<file path="config.mk">
export PLATFORM = sky130hd
export DESIGN_NAME = instruction_fetch
export DESIGN_NICKNAME = d
export VERILOG_FILES = /design/src/rtl/instruction_fetch_pkg.sv /design/src/rtl/instruction_memory.sv /design/src/rtl/instruction_fetch.sv
export SDC_FILE = /design/constraint.sdc
export NUM_CORES = 2
export LEC_CHECK = 0
export BUFFER_PORTS_ARGS = -buffer_cell sky130_fd_sc_hd__buf_2
export CORE_UTILIZATION = 57
export CTS_CLUSTER_SIZE = 14
export DETAILED_ROUTE_END_ITERATION = 8
export PLACE_DENSITY = 0.76
export SETUP_SLACK_MARGIN = 0.5
export SYNTH_ARGS = -nofsm -noshare
export SYNTH_HDL_FRONTEND = slang
export SYNTH_HIERARCHICAL = 1
export SYNTH_SLANG_ARGS = --single-unit
</file>
<file path="constraint.sdc">
create_clock -name clock -period 4.19 [get_ports clock]
set_input_delay 0.838 -clock clock [delete_from_list [all_inputs] [get_ports clock]]
set_output_delay 0.838 -clock clock [all_outputs]
set_load 0.05 [all_outputs]
</file>
<file path="src/rtl/instruction_fetch_pkg.sv">
// Shared fetch/decode definitions: instruction field positions, NOP encoding,
// default reset PC and instruction memory geometry. MainControl imports this too.
package instruction_fetch_pkg;

  typedef logic [31:0] word_t;

  localparam int unsigned DefaultImemDepth = 128;
  localparam word_t       DefaultResetPc   = 32'h0000_0000;
  // Word index is PC[8:2], so fetches wrap every 512 bytes.
  localparam int unsigned ImemAddrW        = 7;

  localparam int unsigned OpcodeMsb = 31;
  localparam int unsigned OpcodeLsb = 26;
  localparam int unsigned RsMsb     = 25;
  localparam int unsigned RsLsb     = 21;
  localparam int unsigned RtMsb     = 20;
  localparam int unsigned RtLsb     = 16;
  localparam int unsigned RdMsb     = 15;
  localparam int unsigned RdLsb     = 11;
  localparam int unsigned FunctMsb  = 5;
  localparam int unsigned FunctLsb  = 0;
  localparam int unsigned ImmMsb    = 15;
  localparam int unsigned ImmLsb    = 0;

  // All-zero word decodes as sll $0,$0,0.
  localparam word_t Nop = 32'h0000_0000;

  typedef struct packed {
    logic [5:0]  opcode;
    logic [4:0]  rs;
    logic [4:0]  rt;
    logic [4:0]  rd;
    logic [5:0]  funct;
    logic [31:0] imm_sext;
  } decoded_t;

  function automatic decoded_t decode_instr(input word_t instr);
    decoded_t d;
    d.opcode   = instr[OpcodeMsb:OpcodeLsb];
    d.rs       = instr[RsMsb:RsLsb];
    d.rt       = instr[RtMsb:RtLsb];
    d.rd       = instr[RdMsb:RdLsb];
    d.funct    = instr[FunctMsb:FunctLsb];
    d.imm_sext = {{16{instr[ImmMsb]}}, instr[ImmMsb:ImmLsb]};
    return d;
  endfunction

endpackage

</file>
<file path="src/rtl/instruction_memory.sv">
// Instruction store: one synchronous write port for program loading and one
// asynchronous read port. The fetch register samples read_data on the same edge
// a write lands, so a same-address fetch sees the old word.
module instruction_memory
  import instruction_fetch_pkg::*;
#(
  parameter int unsigned Depth = DefaultImemDepth,
  parameter int unsigned AddrW = ImemAddrW
) (
  input  logic             clock,
  input  logic             write_en,
  input  logic [AddrW-1:0] write_addr,
  input  word_t            write_data,
  input  logic [AddrW-1:0] read_addr,
  output word_t            read_data
);

  word_t mem_q [Depth];

  // Program-load write port; contents are deliberately not reset.
  always_ff @(posedge clock) begin
    if (write_en) begin
      mem_q[write_addr] <= write_data;
    end
  end

  assign read_data = mem_q[read_addr];

endmodule

</file>
<file path="src/rtl/instruction_fetch.sv">
// Fetch stage: PC register, branch target adder and IF/ID pipeline register,
// plus combinational field decode of the IF/ID instruction.
module instruction_fetch
  import instruction_fetch_pkg::*;
#(
  parameter int unsigned IMEM_DEPTH = DefaultImemDepth,
  parameter logic [31:0] RESET_PC   = DefaultResetPc
) (
  input  logic                 clock,
  input  logic                 reset,
  input  logic                 Stall,
  input  logic                 Branch,
  input  logic                 Zero,
  input  logic                 LoadEn,
  input  logic [ImemAddrW-1:0] LoadAddr,
  input  logic [31:0]          LoadData,
  output logic [31:0]          PC,
  output logic                 Valid,
  output logic [31:0]          Instr,
  output logic [31:0]          PCPlus4,
  output logic [5:0]           Opcode,
  output logic [4:0]           ReadReg1,
  output logic [4:0]           ReadReg2,
  output logic [4:0]           Rd,
  output logic [5:0]           Funct,
  output logic [31:0]          Extend32
);

  // Keep the PC word aligned even if a misaligned reset vector is supplied.
  localparam logic [31:0] ResetPcAligned = {RESET_PC[31:2], 2'b00};

  logic [31:0] pc_q, pc_d;
  logic [31:0] instr_q, instr_d;
  logic [31:0] pcplus4_q, pcplus4_d;
  logic        valid_q, valid_d;
  logic [31:0] fetch_word;
  logic [31:0] pc_inc;
  logic [31:0] branch_target;
  logic        branch_taken;
  decoded_t    dec;

  instruction_memory #(
    .Depth (IMEM_DEPTH),
    .AddrW (ImemAddrW)
  ) u_imem (
    .clock      (clock),
    .write_en   (LoadEn),
    .write_addr (LoadAddr),
    .write_data (LoadData),
    .read_addr  (pc_q[ImemAddrW+1:2]),
    .read_data  (fetch_word)
  );

  // Next PC and IF/ID contents; Stall holds everything, taken branch flushes.
  always_comb begin
    pc_inc        = pc_q + 32'd4;
    branch_taken  = Branch & Zero & valid_q;
    branch_target = pcplus4_q + {dec.imm_sext[29:0], 2'b00};
    pc_d          = pc_q;
    instr_d       = instr_q;
    pcplus4_d     = pcplus4_q;
    valid_d       = valid_q;
    if (!Stall) begin
      pcplus4_d = pc_inc;
      if (branch_taken) begin
        pc_d    = branch_target;
        instr_d = Nop;
        valid_d = 1'b0;
      end else begin
        pc_d    = pc_inc;
        instr_d = fetch_word;
        valid_d = 1'b1;
      end
    end
  end

  // PC and IF/ID state; reset overrides stall and any pending branch.
  always_ff @(posedge clock) begin
    if (reset) begin
      pc_q      <= ResetPcAligned;
      instr_q   <= Nop;
      pcplus4_q <= 32'd0;
      valid_q   <= 1'b0;
    end else begin
      pc_q      <= pc_d;
      instr_q   <= instr_d;
      pcplus4_q <= pcplus4_d;
      valid_q   <= valid_d;
    end
  end

  // Invalid slots always hold Nop, so decoding instr_q directly is safe.
  assign dec      = decode_instr(instr_q);
  assign PC       = pc_q;
  assign Valid    = valid_q;
  assign Instr    = instr_q;
  assign PCPlus4  = pcplus4_q;
  assign Opcode   = dec.opcode;
  assign ReadReg1 = dec.rs;
  assign ReadReg2 = dec.rt;
  assign Rd       = dec.rd;
  assign Funct    = dec.funct;
  assign Extend32 = dec.imm_sext;

endmodule

</file>
; Word-level counts from Yosys, hierarchy flattened
; Memories as Yosys holds them, arrays and structs flattened. A register that Yosys moved wholly into a read port is not among the register bits.
; Cells that the tools add are included.
[word_totals]
register_bits = 97
ram_bits = 4096
inputBits = 45
out_inout_bits = 156
wordCells = 16
memories = 1
[op_classes]
n_addsub = 2
muxes = 7
bitwise = 2
[memory_table]
columns = memory, words, word_bits, rd, rd_ports_with_merged_regs, write_ports, line
row1 = u_imem.mem_q, 128, 32, 1, 1, 1, instruction_memory.sv:18  ; word_t mem_q [Depth];
[ops]
columns = cell, n
row1 = 32-bit two-way mux, 2
row2 = 32-bit by 3-bit adder with 32-bit output (second input constant), 1
row3 = 32-bit adder, 1
row4 = 7-bit two-way mux, 2
row5 = 1-bit two-way mux, 3
row6 = 1-bit AND, 2

; Logic depth before layout (Yosys ltp)
[depth]
depth_word = 5
mapped_depth = 12

; By module
; The synthesis kept the hierarchy.
[by_module_without_submodules]
columns = mod, instances, cells_each, area_per_inst_um2, seq_area_each_um2
row1 = instruction_memory, 1, 5958, 155635.5, 122998.0
row2 = instruction_fetch, 1, 861, 6388.6, 1941.9

; Worst setup path after synthesis
; Ideal clock, no wire load.
[synth_timing]
kind = input -> register
start = in LoadEn
end = mem u_imem/mem_q[98][0] (netlist name) (enable)
t_arrival_ps = 3616
required_time_ps = 3729
setup_slack_ps = 113
path_stages = 3
n_path_buf = 1
cell_sequence = clkbuf_1 > nand4_1 > nor3_1
[synth_between]
elab_chain_len = 2
[synth_rtl]
columns = item, line
row1 = from (decl), instruction_fetch.sv:14  ; input logic LoadEn,
row2 = 1-bit two-way mux, instruction_memory.sv:22  ; if (write_en) begin
row3 = 1-bit two-way mux (implied by the code), instruction_memory.sv:23  ; mem_q[write_addr] <= write_data;
row4 = to (decl), instruction_memory.sv:18
; No other way between the ends.

==> results by group <==
Timing
  – Max Freq: 0.266 GHz
  – Clk_skew: approximately 0.045 ns
  – Setup Viol. Count Final: 0
  – Setup_tns: 0 ns
  – Fin. Hold Viols: 0
  – Max-slew violation count: 0
  – Slew HR: approximately a tenth
  – Worst Tran Pin Value: 1.34 ns
  – RSZ-0062 raised after global routing: true
  – Final period utilization: 89.9%
  – Period minus WS final: ~3.8 ns

Worst setup path
  – Reg2Reg Depth: 13
  – CP required: 4.97 ns
  – CP arrival: around 4.5 ns
  – Crit start category: register
  – Crit. End Element: register
  – CP max FO: 7
  – Setup CP Type: register to register

Cells and area
  – Share of cells above drive strength 1: between 30% and 40%
  – Fill cell count: about 17000
  – Area Growth Syn to Fin: 15.4%
  – Multi-input logic area: ~36000 µm²
  – Commonest non-fill, non-tap cell in the layout: edfxtp_1
  – Design area: between 150000 and 200000 µm²
  – Most frequent cells in the layout: edfxtp_1, mux4_2, clkbuf_16
  – Register Area: around 120000 µm²
  – Nets: ~7600

Placed design
  – Cell Area, Placed: between 150000 and 200000 µm²
  – DP HPWL: roughly 240000 µm
  – PortBufs: 200
  – GP Congestion: approximately 0.89

CTS
  – Num CTS Buffers: 400
  – Hold_buf cts: 0
  – Max Root-Sink Buffers: 4
  – Worst-Skew Late Latency: about 0.95 ns
  – CTS sink cnt: between 4000 and 5000
  – H-tree levels: 5
  – Root buf cell: clkbuf_16
  – Clk slew on worst S/H paths: 0.06 ns
  – CTS tree: built

Global route
  – Vias in the first global route: just over 80000
  – Initial antenna violation count: 52
  – Largest net degree at the start of global routing: ~110
  – Wire length of the first global-routing pass: between 600000 and 700000 µm
  – Routing usage on met2: 50.9%
  – GR Overflow Total: 0
  – Busiest grt layer: met2
  – GRT Total Usage: 32.9%
  – GR Util met3: about a tenth
  – Met1 usage: about 43%

Floorplan
  – Die Ht: around 540 µm
  – Io pins: 201
  – Die width: around 540 µm
  – Die area: ~290000 µm²
  – CORE AREA: ~280000 µm²
  – Starting density of the core: between 50% and 60%
  – Site row count: just under 200

Drt
  – Post-route DRC: 0
  – Initial drt markers: around 14000
  – Wire per inst: 41.0 µm
  – Via count of the routed design: 83000
  – Drt pass-1 iters: 6
  – Detailed Route WL: approximately 480000 µm
  – ANT nets after route: 0
  – Vias/cell: 7.16

Logic synthesis
  – Number of synthesized register bits: about 4200
  – Post-synthesis async set-or-reset flop share: 0%
  – Number of cells produced by synthesis: a little under 7000
  – Yosys warnings: 6
  – Mapped cell area: between 150000 and 200000 µm²
  – Number of distinct library cells after synthesis: 64
  – Post-Syn Nets: between 6000 and 7000
  – Post-synth EDFFs: 4096
  – Syn avg cell area: 23.8 µm²
  – Top_reg_cell synth: edfxtp_1
  – Seq/Total Area, Yosys: between 70 and 80%

Worst hold path
  – Hold depth: 1
  – Hold Path Class: input port to register

Power and ir drop
  – Peak VDD IR: between 0.3 and 0.4 mV
  – P_leak: 0.0575 µW
  – Pwr dens: between 400 and 500 nW/µm²

Status
  – Outcome: completed

Flow run
  – Max-Cap Viols: 0
## flip-flops by register name, summed over array words and instances (netlist names)
signal and flops:
u_imem/mem_q 4096, Instr 32, PCPlus4 32, PC 32
Valid 1
## cell families (layout without fill, tap and decap cells)
logic type               after synthesis  count (layout)  synth area share (%)
flip-flops                          4193            4193                  77.1
multiplexers                        1381            1381                  18.9
AND/OR/NAND/NOR                      506             506                  1.34
buffers and inverters                434            1443                  1.22
AO/OA/AOI/OAI                        221             221                 0.859
XOR/XNOR                              53              53                 0.286
adder cells (fa/ha/maj)               31              31                 0.244
other                                  0              20                     0
## worst max-delay path: stages, from the launching register on
cell and delay (ns):
dfxtp_4 0.38, buf_12 0.14, buf_12 0.13, buf_16 0.19, buf_12 0.18, buf_12 0.15
mux4_2 0.51, mux4_2 0.60, mux4_2 0.62, mux2_4 0.30, nand2_1 0.09, nor2_1 0.10
a21oi_2 0.15, nor2_1 0.05
## cells in the mapped netlist (11+ instances only)
library cell	n	area share [%]
nor2_1	302	0.70
nand2_1	84	0.19
a21o_1	25	0.12
clkbuf_1	221	0.51
mux4_2	1344	19
buf_2	80	0.25
nand4_1	11	0.042
a21oi_1	109	0.34
o21ai_0	22	0.068
edfxtp_1	4096	76
buf_1	57	0.13
ha_1	30	0.23
dfxtp_1	97	1.2
nor2b_1	13	0.050
xnor2_1	35	0.19
nor3_1	20	0.062
buf_4	64	0.30
xor2_1	18	0.097
mux2_2	32	0.22
nand3_1	35	0.11
## layer usage
layer	up-vias	share of wire (%)
met3	1307	16
met5	-	0.075
met2	8004	47
li1	30600	-
met4	50	5.1
met1	43000	32
## final timing paths
check | from | endpoint | slack (ns)
min reg2reg | PC[1] | PC[1] | 0.49
min | LoadData[13] | u_imem/mem_q[116][13] | 0.29
max | PC[2] | Instr[27] | 0.42
max reg2reg | PC[2] | Instr[27] | 0.42
## through the flow
step	power [µW]	hold slack [ns]	util, %	setup slack [ns]	instances
floorplan	50200	0.449	-	0.113	6819
global placement	52400	0.457	60.8	0.192	10700
detailed placement	52600	0.484	60.8	0.161	10700
CTS	87400	0.258	65.6	0.419	11500
global route	89500	0.302	66.1	0.384	11600
finish	87800	0.292	66.2	0.424	11600
## report_power, final
group / internal [µW] / leakage [µW] / switching, µW
Clock: 19700 / 0.00609 / 15800
Combinational: 2370 / 0.0138 / 3650
Sequential: 46200 / 0.0376 / 190
Total: 68200 / 0.0575 / 19600
## cell type report
cell class / instances / share of cell area [%]
Sequential cell: 4193 / 66.9
Clock inverter: 188 / 0.930
Timing Repair Buffer: 713 / 4.56
Multi-Input combinational cell: 2192 / 19.4
Tap cell: 3743 / 2.51
Antenna cell: 20 / 0.0268
Clock buffer: 532 / 5.74
Inverter: 10 / 0.0201
## timing repair
item,4_1_cts,5_1_grt
setup endpoints to repair,32,32
pin swaps,0,4
setup buffers,25,60
resized for setup,61,76
cloned,19,25
hold endpoints to repair,0,0
(Power assumes the default switching activity.)
